==> src/rtl/cpu_ctrl.sv <==
// cpu_ctrl: multicycle control unit for the 4-bit register-file + ALU datapath.
//
// Accepts 16-bit instructions over a valid/ready handshake and steps each one
// through FETCH -> DECODE -> EXEC -> WB (or HALT). Decoded controls come from
// the registered instruction word, so they are stable from DECODE through WB.
//
// Optional feature: define CPU_CTRL_PERF_EN to build the retired-instruction
// counter. Without it, o_retired_cnt is tied to zero.
//
// Ports:
//   clk            clock, rising edge
//   rst            synchronous active-high reset
//   i_instr_valid  instruction memory presents a valid word
//   i_instr        instruction word (sampled only on acceptance)
//   o_instr_ready  ready to accept (FETCH only, low while rst is high)
//   o_pc_inc       one-cycle pulse on acceptance
//   o_rw           register-file strobe: 1 read/hold, 0 write rd
//   o_rs1/o_rs2/o_rd  register addresses IR[1:0], IR[3:2], IR[5:4]
//   o_alu_op       0 AND, 1 OR, 2 ADD/SUB, 3 SLT
//   o_binv/o_cin   invert-B and carry-in
//   o_wb_sel       0 ALU result, 1 immediate
//   o_imm          IR[11:8]
//   o_busy         high in DECODE, EXEC, WB
//   o_halted       high in HALT
//   o_illegal      one-cycle pulse in EXEC for an undefined encoding
//   o_retired_cnt  instructions completed through WB (wraps)

module cpu_ctrl #(
    parameter int unsigned CNT_W = 8
) (
    input  logic             clk,
    input  logic             rst,
    input  logic             i_instr_valid,
    input  logic [15:0]      i_instr,
    output logic             o_instr_ready,
    output logic             o_pc_inc,
    output logic             o_rw,
    output logic [1:0]       o_rs1,
    output logic [1:0]       o_rs2,
    output logic [1:0]       o_rd,
    output logic [1:0]       o_alu_op,
    output logic             o_binv,
    output logic             o_cin,
    output logic             o_wb_sel,
    output logic [3:0]       o_imm,
    output logic             o_busy,
    output logic             o_halted,
    output logic             o_illegal,
    output logic [CNT_W-1:0] o_retired_cnt
);

    typedef enum logic [2:0] {
        StFetch,
        StDecode,
        StExec,
        StWb,
        StHalt
    } state_e;

    localparam logic [3:0] ClassAlu  = 4'h0;
    localparam logic [3:0] ClassLi   = 4'h1;
    localparam logic [3:0] ClassHalt = 4'hF;

    state_e      r_state;
    state_e      w_state_next;
    logic [15:0] r_ir;

    logic        w_accept;
    logic [3:0]  w_class;
    logic [2:0]  w_funct;
    logic        w_is_rtype;
    logic        w_is_li;
    logic        w_is_halt;
    logic        w_funct_ok;
    logic        w_illegal_instr;
    logic [1:0]  w_dec_alu_op;
    logic        w_dec_binv;
    logic        w_dec_cin;

    // Ready is gated by rst so nothing can be accepted on a reset edge.
    assign w_accept = (r_state == StFetch) && !rst && i_instr_valid;

    // ------------------------------------------------------------------
    // State and instruction registers
    // ------------------------------------------------------------------
    always_ff @(posedge clk) begin
        if (rst) begin
            r_state <= StFetch;
        end else begin
            r_state <= w_state_next;
        end
    end

    always_ff @(posedge clk) begin
        if (rst) begin
            r_ir <= '0;
        end else if (w_accept) begin
            r_ir <= i_instr;
        end
    end

    // ------------------------------------------------------------------
    // Instruction decode (from the registered IR)
    // ------------------------------------------------------------------
    assign w_class    = r_ir[15:12];
    assign w_funct    = r_ir[8:6];
    assign w_is_rtype = (w_class == ClassAlu);
    assign w_is_li    = (w_class == ClassLi);
    assign w_is_halt  = (w_class == ClassHalt);

    always_comb begin
        w_dec_alu_op = 2'd0;
        w_dec_binv   = 1'b0;
        w_dec_cin    = 1'b0;
        w_funct_ok   = 1'b1;
        case (w_funct)
            3'b000: w_dec_alu_op = 2'd0;
            3'b001: w_dec_alu_op = 2'd1;
            3'b010: w_dec_alu_op = 2'd2;
            3'b011: begin
                w_dec_alu_op = 2'd2;
                w_dec_binv   = 1'b1;
                w_dec_cin    = 1'b1;
            end
            3'b111: begin
                w_dec_alu_op = 2'd3;
                w_dec_binv   = 1'b1;
                w_dec_cin    = 1'b1;
            end
            default: w_funct_ok = 1'b0;
        endcase
    end

    assign w_illegal_instr = !((w_is_rtype && w_funct_ok) || w_is_li || w_is_halt);

    // ------------------------------------------------------------------
    // Next-state logic
    // ------------------------------------------------------------------
    always_comb begin
        w_state_next = r_state;
        case (r_state)
            StFetch:  if (w_accept) w_state_next = StDecode;
            StDecode: w_state_next = StExec;
            StExec: begin
                if (w_is_halt) begin
                    w_state_next = StHalt;
                end else if (w_illegal_instr) begin
                    w_state_next = StFetch;
                end else begin
                    w_state_next = StWb;
                end
            end
            StWb:     w_state_next = StFetch;
            StHalt:   w_state_next = StHalt;
            default:  w_state_next = StFetch;
        endcase
    end

    // ------------------------------------------------------------------
    // Outputs
    // ------------------------------------------------------------------
    always_comb begin
        o_instr_ready = (r_state == StFetch) && !rst;
        o_pc_inc      = w_accept;
        // The register file writes whenever rw is low, so only WB may drive 0.
        o_rw          = (r_state != StWb);
        o_busy        = (r_state == StDecode) || (r_state == StExec) || (r_state == StWb);
        o_halted      = (r_state == StHalt);
        o_illegal     = (r_state == StExec) && w_illegal_instr;
        // ALU controls are only meaningful for R-type; other classes see AND/0/0.
        o_alu_op      = w_is_rtype ? w_dec_alu_op : 2'd0;
        o_binv        = w_is_rtype && w_dec_binv;
        o_cin         = w_is_rtype && w_dec_cin;
        o_wb_sel      = w_is_li;
        o_rs1         = r_ir[1:0];
        o_rs2         = r_ir[3:2];
        o_rd          = r_ir[5:4];
        o_imm         = r_ir[11:8];
    end

`ifdef CPU_CTRL_PERF_EN
    logic [CNT_W-1:0] r_retired_cnt;

    always_ff @(posedge clk) begin
        if (rst) begin
            r_retired_cnt <= '0;
        end else if (r_state == StWb) begin
            r_retired_cnt <= r_retired_cnt + CNT_W'(1);
        end
    end

    assign o_retired_cnt = r_retired_cnt;
`else
    assign o_retired_cnt = '0;
`endif

endmodule

==> config.mk <==
export PLATFORM = sky130hd
export DESIGN_NAME = cpu_ctrl
export DESIGN_NICKNAME = d
export VERILOG_FILES = /design/src/rtl/cpu_ctrl.sv
export SDC_FILE = /design/constraint.sdc
export NUM_CORES = 1
export LEC_CHECK = 0
export CAP_MARGIN = 20
export CORE_ASPECT_RATIO = 1.4
export CORE_MARGIN = 1
export CORE_UTILIZATION = 35
export DETAILED_ROUTE_END_ITERATION = 12
export MAX_ROUTING_LAYER = met4
export PLACE_DENSITY = 0.75
export SETUP_SLACK_MARGIN = 0.2
export SLEW_MARGIN = 5
export SYNTH_ARGS = -nofsm -noshare
export SYNTH_HDL_FRONTEND = slang
export SYNTH_SLANG_ARGS = --single-unit
==> constraint.sdc <==
create_clock -name clk -period 1.2 [get_ports clk]
set_clock_uncertainty 0.1 [all_clocks]
set_input_delay 0.24 -clock clk [delete_from_list [all_inputs] [get_ports clk]]
set_output_delay 0.24 -clock clk [all_outputs]
set_load 0.01 [all_outputs]
==> results of run 1 <==
[kinds of logic after synthesis]
logic type	count (synthesis)	share of synthesized area (%)
DFF	19	40.7
other	1	0.401
AOI/OAI and AO/OA	21	22.6
and+or+nand+nor	22	14.3
buffers and inverters	25	21.0
xor gates and xnor gates	1	0.937
[repair_timing]
| action | 4_1_cts | 5_1_grt |
|---|---|---|
| pin swaps | 14 | 5 |
| resized for setup | 143 | 9 |
| setup buffers | 11 | 3 |
| gates cloned | 0 | 1 |
| setup endpoints to repair | 40 | 40 |
[area by class of cell]
| class | count | area (µm²) | area share [%] |
|---|---|---|---|
| clock buffers | 4 | 26.3 | 1.56 |
| inverters | 1 | 3.75 | 0.223 |
| multi-input cells | 52 | 541 | 32.1 |
| flip-flops and latches | 19 | 414 | 24.6 |
| well taps | 34 | 42.5 | 2.53 |
| repair buffers | 66 | 656 | 39.0 |
[worst max-delay path, stage by stage (launching register included)]
cell	delay [ns]
dfxtp_4	0.38
nor4_4	0.29
and3_4	0.24
buf_6	0.10
[per-layer routing]
metal / vias to the layer above / track usage, % / wire length [µm]
li1: 401 / - / -
met1: 404 / 22.7 / 1030
met2: 24 / 28.7 / 1320
met3: 2 / 1.72 / 74
met4: 0 / 2.27 / 14
met5: - / - / 0
[registers in the layout, summed over array words and instances (netlist names)]
signal / cells
r_ir: 16
r_state: 3
[synthesized netlist by cell type (all sizes together)]
| library cell | n | area share, % |
|---|---|---|
| nor4 | 2 | 1.3 |
| inv | 1 | 0.40 |
| nand4 | 1 | 0.67 |
| a22o | 16 | 16 |
| xnor2 | 1 | 0.94 |
| a31o | 2 | 1.9 |
| and3 | 4 | 2.7 |
| nand2 | 2 | 0.80 |
| nand2b | 1 | 0.67 |
| nand3b | 1 | 0.80 |
| conb | 1 | 0.40 |
| nand3 | 1 | 0.53 |
| a31oi | 1 | 2.3 |
| dfxtp | 19 | 41 |
| and2 | 1 | 0.67 |
| buf | 24 | 21 |
| or3 | 1 | 0.67 |
| nor2b | 1 | 0.67 |
| a2111oi | 1 | 1.6 |
| nor3 | 1 | 1.1 |
| nor4b | 2 | 1.9 |
| a211oi | 1 | 0.80 |
| nor2 | 4 | 1.9 |
[where the power goes]
part	leakage, nW	total [W]	internal (W)	switching [W]
Combinational	0.543	0.000620	0.000391	0.000229
Sequential	0.165	0.000766	0.000694	0.0000719
Clock	0.0150	0.000312	0.000129	0.000183
[final timing paths]
path / slack, ns / end / depth (start not counted)
max: -0.44 / o_binv / 3
min: 0.37 / r_state[2] / 3
max reg2reg: -0.30 / r_ir[7] / 8
min reg2reg: 0.39 / r_ir[3] / 1
[through the flow]
stage                     setup TNS, ns  utilization [%]
after floorplan                   -1.18                -
after global placement           -14.45             54.6
after detailed placement         -15.03             54.6
after CTS                         -8.20             64.1
after global routing             -10.27             68.1
final                             -8.78             68.1
==> results.py, run 1 <==
metrics = {
    "global_routing": {
        "grt.overflow.total": 0,
        "grt_max_degree": 18,
        "grt_use_total_pct": 17.3,
        "grt_pass1_vias": 783,
        "antenna_found_initial": 0,
        "grt_pass1_wl_um": 3680,
    },
    "timing": {
        "setup_slack_ns": -0.438,
        "fin_crit_ns": 1.64,
        "grt_setup_unrepaired": "yes",
        "drv_slew": 0,
        "max_freq_mhz": 611,
        "worst_hold_slack_ns": 0.370,
        "setup_viol": 30,
        "finalHoldViolations": 0,
        "finalCritPeriodShare_pct": 136,
    },
    "clocking": {
        "h-tree-depth": 1,
        "cts-root-buf": "clkbuf_4",
        "cts.sinks": 19,
        "cts_buffers": 3,
        "path_clk_slew_ns": 0.11,
        "cts_hold_buf": 0,
        "clk_path_buf_depth": 2,
        "cts_tree": "yes",
        "clk_latency_ns": 0.29,
    },
    "setup_path": {
        "worstSetupStartpointType": "flip-flop",
        "regToRegStartpoint": "r_state[0]",
        "crit_arrival_ns": 1.30,
        "cp-startpoint": "r_ir[12]",
        "crit_type": "flip-flop to primary output",
        "end_kind": "primary output",
        "crit_required_ns": 0.86,
        "critPathMaxFanout": 4,
    },
    "synth": {
        "syn_area_per_cell_um2": 10.5,
        "synth-seq-cells": 19,
        "syn_inst": 89,
        "yosysSeqAreaShare_pct": 40.7,
        "syn_area_um2": 935,
        "ys_warn_count": 0,
        "synth.distinct_cells": 28,
    },
    "routing": {
        "vias": 831,
        "ant_nets": 0,
        "first_pass_iters": 2,
        "wl_per_cell_um": 13.9,
        "drc": 0,
        "drtIter0Drc": 4,
        "finalWirelength_um": 2440,
        "vias_per_cell": 4.72,
    },
    "min_path": {
        "hp-start": "rst",
        "min_path_type": "input pin to flip-flop",
    },
    "floorplanning": {
        "start_util_pct": 37.8,
        "io_pins": 48,
        "die_x_um": 45.7,
        "die_h_um": 63.1,
        "num_rows": 21,
        "core_um2": 2470,
        "dieArea_um2": 2880,
    },
    "placed_design": {
        "place_area_um2": 1350,
        "port_buffers": 39,
        "dp.final_hpwl_um": 1490,
        "placedCellCount": 157,
        "place_ws_ns": -0.844,
        "place_congestion": 0.757,
    },
    "cells_and_area": {
        "area_growth_pct": 80.1,
        "n_fill_cell": 196,
        "final_cell_area_um2": 1680,
        "drive_gt1_share_pct": 68.3,
        "layout_commonest_cell": "buf_6",
        "n_antenna_cell": 0,
        "final-instance-count-excl-fill": 176,
        "fin_nets": 162,
        "final_cell_mix": "26 x buf_6, 17 x clkdlybuf4s50_1, 15 x dfxtp_2, 11 x buf_4",
    },
    "outcome": {
        "outcome": "complete, but fails checks",
        "violations": "setup timing",
    },
    "power": {
        "ir_drop_v": 0.000858,
        "total_power_w": 0.00170,
        "p_per_area_nw_per_um2": 1010,
        "leakagePower_nw": 0.722,
    },
    "job": {
        "max-cap-violations": 0,
    },
}
(Power assumes the default switching activity.)
==> run 2, diff against run 1 <==
--- a/config.mk
+++ b/config.mk
@@ -8,10 +8,10 @@
 export CAP_MARGIN = 20
 export CORE_ASPECT_RATIO = 1.4
 export CORE_MARGIN = 1
-export CORE_UTILIZATION = 35
+export CORE_UTILIZATION = 42
 export DETAILED_ROUTE_END_ITERATION = 12
 export MAX_ROUTING_LAYER = met4
-export PLACE_DENSITY = 0.75
+export PLACE_DENSITY = 0.84
 export SETUP_SLACK_MARGIN = 0.2
 export SLEW_MARGIN = 5
 export SYNTH_ARGS = -nofsm -noshare
==> constraint.sdc (replaced) <==
create_clock -name clk -period 2.05 [get_ports clk]
set_clock_uncertainty 0.1 [all_clocks]
set_input_delay 0.41 -clock clk [delete_from_list [all_inputs] [get_ports clk]]
set_output_delay 0.41 -clock clk [all_outputs]
set_load 0.05 [all_outputs]
==> results.py, run 2 (synthesized netlist as in run 1, its figures left out) <==
metrics = {
    "timing": {
        "max_freq_mhz": 515,
        "finalCritPeriodShare_pct": 94.8,
        "drv_slew": 0,
        "worst_hold_slack_ns": 0.381,
        "grt_setup_unrepaired": "yes",
        "finalHoldViolations": 0,
        "setup_viol": 0,
        "fin_crit_ns": 1.94,
        "fin_setup_tns_ns": 0,
    },
    "routing": {
        "drc": 0,
        "wl_per_cell_um": 15.3,
        "first_pass_iters": 4,
        "vias": 772,
        "finalWirelength_um": 2210,
        "drtIter0Drc": 17,
        "ant_nets": 0,
        "vias_per_cell": 5.36,
    },
    "clocking": {
        "path_clk_slew_ns": 0.10,
        "h-tree-depth": 1,
        "clk_path_buf_depth": 2,
        "clk_latency_ns": 0.31,
        "cts-root-buf": "clkbuf_4",
        "cts_hold_buf": 0,
        "cts_tree": "yes",
        "cts.sinks": 19,
        "cts_buffers": 3,
    },
    "global_routing": {
        "grt_use_total_pct": 20.4,
        "grt.overflow.total": 0,
        "antenna_found_initial": 0,
        "grt_pass1_vias": 778,
        "grt_pass1_wl_um": 3530,
        "grt_max_degree": 18,
    },
    "power": {
        "leakagePower_nw": 0.636,
        "p_per_area_nw_per_um2": 716,
        "total_power_w": 0.00105,
        "ir_drop_v": 0.000563,
    },
    "setup_path": {
        "path_cells": "nor4_4, and3_4, buf_12",
        "worstSetupStartpointType": "flip-flop",
        "end_kind": "primary output",
        "crit_arrival_ns": 1.43,
        "crit_required_ns": 1.54,
        "crit_type": "flip-flop to primary output",
        "slowest_delay_ns": 0.37,
        "critPathMaxFanout": 5,
        "cp_slowest_cell": "dfxtp_2",
    },
    "placed_design": {
        "dp.final_hpwl_um": 1480,
        "port_buffers": 39,
        "place_congestion": 0.735,
    },
    "outcome": {
        "outcome": "finished, final reports clean",
    },
    "floorplanning": {
        "die_x_um": 41.9,
        "dieArea_um2": 2420,
        "io_pins": 48,
        "num_rows": 19,
        "start_util_pct": 46.3,
        "core_um2": 2020,
        "die_h_um": 57.8,
    },
    "cells_and_area": {
        "n_antenna_cell": 0,
        "fin_nets": 143,
        "drive_gt1_share_pct": 42.3,
        "area_growth_pct": 56.4,
        "largest_register": "r_ir",
        "seq_area_um2": 402,
        "multi_input_area_um2": 459,
        "n_fill_cell": 154,
        "largest_reg_flops": 16,
        "reg_top3": "r_ir: 16 flops, r_state: 3 flops",
        "layout_commonest_cell": "clkdlybuf4s50_1",
        "final_cell_mix": "16 x clkdlybuf4s50_1, 10 x dlygate4sd2_1, 10 x buf_12, 10 x dfxtp_1",
    },
    "job": {
        "max-cap-violations": 0,
    },
    "min_path": {
        "min_path_type": "flip-flop to flip-flop",
    },
}
-- run 2: changes by cell type in the layout (fill, tap and decap cells not counted), moves of 3 or more --
cell / change
dlygate4sd2_1: +10
dfxtp_2: -10
dfxtp_1: +10
buf_6: -25
buf_4: -3
buf_12: +9
buf_2: -8
-- run 2: layout make-up --
class	instances	share of cell area, %
clock buffers	4	1.80
multi-input cells	52	31.4
repair buffers	47	37.2
well taps	21	1.80
flip-flops and latches	19	27.5
inverters	1	0.257
-- run 2: worst paths after layout --
check	from	cells past startpoint	to	slack (ns)
worst max-delay path	r_ir[12]	3	o_cin	0.11
worst min register to register	r_ir[11]	1	r_ir[11]	0.38
worst max register to register	r_ir[15]	3	r_state[2]	0.55
worst min-delay path	r_ir[11]	1	r_ir[11]	0.38
-- run 2: routing by layer --
layer,up-vias,GRT usage [%],share of wire [%]
met1,370,20.1,38
met2,27,34.6,54
met4,0,14.3,3.7
li1,366,-,-
met5,-,-,0
met3,9,4.98,4.4
-- run 2: stage by stage --
stage	std cells	utilization [%]	worst slack (ns)	area (µm²)
2_1_floorplan	96	-	0.220	983
3_3_place_gp	134	65.2	0.0675	1320
3_5_place_dp	134	65.2	0.0405	1320
4_1_cts	142	70.4	0.0782	1420
5_1_grt	144	72.3	0.0294	1460
6_report	144	72.3	0.107	1460
-- run 2: worst max-delay path, delay by kind of cell, from the launching register on --
family	cells	cell delay, ns
AND/OR/NAND/NOR	2	0.62
flip-flops	1	0.37
buffers and inverters	1	0.14
-- run 2: report_power, final --
group / switching [W] / internal (W) / leakage (nW) / total [W]
sequential: 0.0000417 / 0.000402 / 0.161 / 0.000444
combinational: 0.000230 / 0.000182 / 0.460 / 0.000412
clock: 0.000115 / 0.0000761 / 0.0150 / 0.000191
total: 0.000386 / 0.000660 / 0.636 / 0.00105
-- run 2: repair_timing --
action	4_1_cts	5_1_grt
buffers inserted	4	2
pin swaps	7	3
endpoints found under the setup margin	16	9
gates cloned	0	0
endpoints found under the hold margin	0	0
gates resized for setup	27	7
==> run 3, diff against run 2 <==
--- a/config.mk
+++ b/config.mk
@@ -8,10 +8,10 @@
 export CAP_MARGIN = 20
 export CORE_ASPECT_RATIO = 1.4
 export CORE_MARGIN = 1
-export CORE_UTILIZATION = 42
+export CORE_UTILIZATION = 39
 export DETAILED_ROUTE_END_ITERATION = 12
 export MAX_ROUTING_LAYER = met4
-export PLACE_DENSITY = 0.84
+export PLACE_DENSITY = 0.79
 export SETUP_SLACK_MARGIN = 0.2
 export SLEW_MARGIN = 5
 export SYNTH_ARGS = -nofsm -noshare
==> constraint.sdc (replaced) <==
create_clock -name clk -period 2.1 [get_ports clk]
set_clock_uncertainty 0.1 [all_clocks]
set_input_delay 0.42 -clock clk [delete_from_list [all_inputs] [get_ports clk]]
set_output_delay 0.42 -clock clk [all_outputs]
set_load 0.05 [all_outputs]
==> results.py, run 3 (synthesized netlist as in run 1, its figures left out) <==
metrics = {
    "routing": {
        "first_pass_iters": 8,
        "finalWirelength_um": 1990,
        "ant_nets": 0,
        "wl_per_cell_um": 14.0,
        "vias": 740,
        "drtIter0Drc": 21,
        "vias_per_cell": 5.21,
        "drc": 6,
    },
    "setup_path": {
        "end_kind": "primary output",
        "critPathMaxFanout": 3,
        "cp_slowest_cell": "a2111oi_4",
        "worstSetupStartpointType": "flip-flop",
        "crit_family": "compound AO/OA/AOI/OAI gates",
        "slowest_delay_ns": 0.39,
        "worst-path-stages": 4,
        "cp_num_buf_inv": 1,
        "crit_type": "flip-flop to primary output",
        "crit_arrival_ns": 1.43,
        "crit_required_ns": 1.58,
        "timing.reg2reg.worst_path_depth": 3,
        "path_cells": "nor2b_4, a2111oi_4, nor2_1, buf_6",
    },
    "clocking": {
        "cts_buffers": 3,
        "clk_latency_ns": 0.29,
        "h-tree-depth": 1,
        "cts_tree": "yes",
        "clk_path_buf_depth": 2,
        "cts.sinks": 19,
        "path_clk_slew_ns": 0.11,
        "cts-root-buf": "clkbuf_4",
    },
    "job": {
        "max-cap-violations": 0,
    },
    "timing": {
        "finalHoldViolations": 0,
        "max_freq_mhz": 514,
        "finalCritPeriodShare_pct": 92.6,
        "fin_setup_tns_ns": 0,
        "fin_crit_ns": 1.95,
        "drv_slew": 0,
        "grt_setup_unrepaired": "yes",
        "setup_viol": 0,
    },
    "placed_design": {
        "place_congestion": 0.831,
        "dp.final_hpwl_um": 1420,
        "placedCellCount": 135,
        "port_buffers": 39,
    },
    "cells_and_area": {
        "n_antenna_cell": 0,
        "final_cell_mix": "17 x clkdlybuf4s50_1, 12 x dfxtp_1, 11 x dlygate4sd2_1",
        "multi_input_area_um2": 455,
        "area_growth_pct": 48.6,
        "reg_top3": "r_ir: 16 flops, r_state: 3 flops",
        "final-instance-count-excl-fill": 142,
        "largest_register": "r_ir",
        "fin_util_pct": 62.4,
        "fin_nets": 140,
        "largest_reg_flops": 16,
        "layout_commonest_cell": "clkdlybuf4s50_1",
        "drive_gt1_share_pct": 40.0,
        "seq_area_um2": 397,
        "n_fill_cell": 172,
    },
    "floorplanning": {
        "dieArea_um2": 2600,
        "start_util_pct": 42.0,
        "io_pins": 48,
        "die_h_um": 59.9,
        "core_um2": 2230,
        "die_x_um": 43.4,
        "num_rows": 20,
    },
    "global_routing": {
        "grt_pass1_vias": 667,
        "grt_pass1_wl_um": 2990,
        "grt_max_degree": 18,
        "grt_use_total_pct": 16.0,
        "antenna_found_initial": 0,
        "grt.overflow.total": 0,
    },
    "min_path": {
        "holdPathStages": 1,
        "min_path_type": "flip-flop to flip-flop",
    },
    "power": {
        "p_per_area_nw_per_um2": 710,
        "total_power_w": 0.000986,
        "leakagePower_nw": 0.587,
        "ir_drop_v": 0.000482,
    },
    "outcome": {
        "violations": "DRC",
        "outcome": "complete, but fails checks",
    },
}
run 3: cell count changes in the layout (fill, tap and decap cells not counted), sizes merged:
cell	before	now
buf	19	16
dlymetal6s2s	2	0
clkbuf	4	3
clkdlybuf4s50	16	17
clkinv	0	1
dlygate4sd2	10	11
run 3: final timing paths:
path | slack [ns] | end | start
worst max-delay path | 0.15 | o_illegal | r_ir[8]
worst min-delay path | 0.39 | r_ir[1] | r_ir[1]
worst max register to register | 0.63 | r_state[2] | r_ir[14]
worst min register to register | 0.39 | r_ir[1] | r_ir[1]
run 3: per-layer routing:
metal	global-route usage (%)	share of wire (%)	up-vias	routed length, µm
li1	-	-	361	-
met3	2.42	4.9	2	98
met5	-	0	-	0
met1	17.7	39	346	778
met4	6.70	0.65	0	13
met2	28.4	55	31	1100
run 3: where the power goes:
part | switching [W] | total (W) | internal (W)
clock network | 0.000106 | 0.000177 | 0.0000708
registers | 0.0000407 | 0.000433 | 0.000393
logic | 0.000216 | 0.000376 | 0.000160
total | 0.000363 | 0.000986 | 0.000623
run 3: final cells by class:
class                   count  area share, %
repair buffers             44           34.4
multi-input cells          52           32.8
flip-flops and latches     19           28.6
well taps                  22           1.98
clock buffers               3           1.62
clock inverters             1          0.360
inverters                   1          0.270
run 3: repair_timing:
action,4_1_cts,5_1_grt
resized for setup,16,14
hold endpoints to repair,0,0
endpoints found under the setup margin,17,6
pin swaps,3,3
setup buffers,1,2
hold buffers,0,0
run 3: stage by stage:
stage	hold WS [ns]	worst slack (ns)	instance area (µm²)
final	0.386	0.154	1390
after global routing	0.407	0.0801	1390
after CTS	0.388	0.0177	1340
after detailed placement	0.360	0.122	1280
after global placement	0.357	0.144	1280
after floorplan	0.343	0.260	983
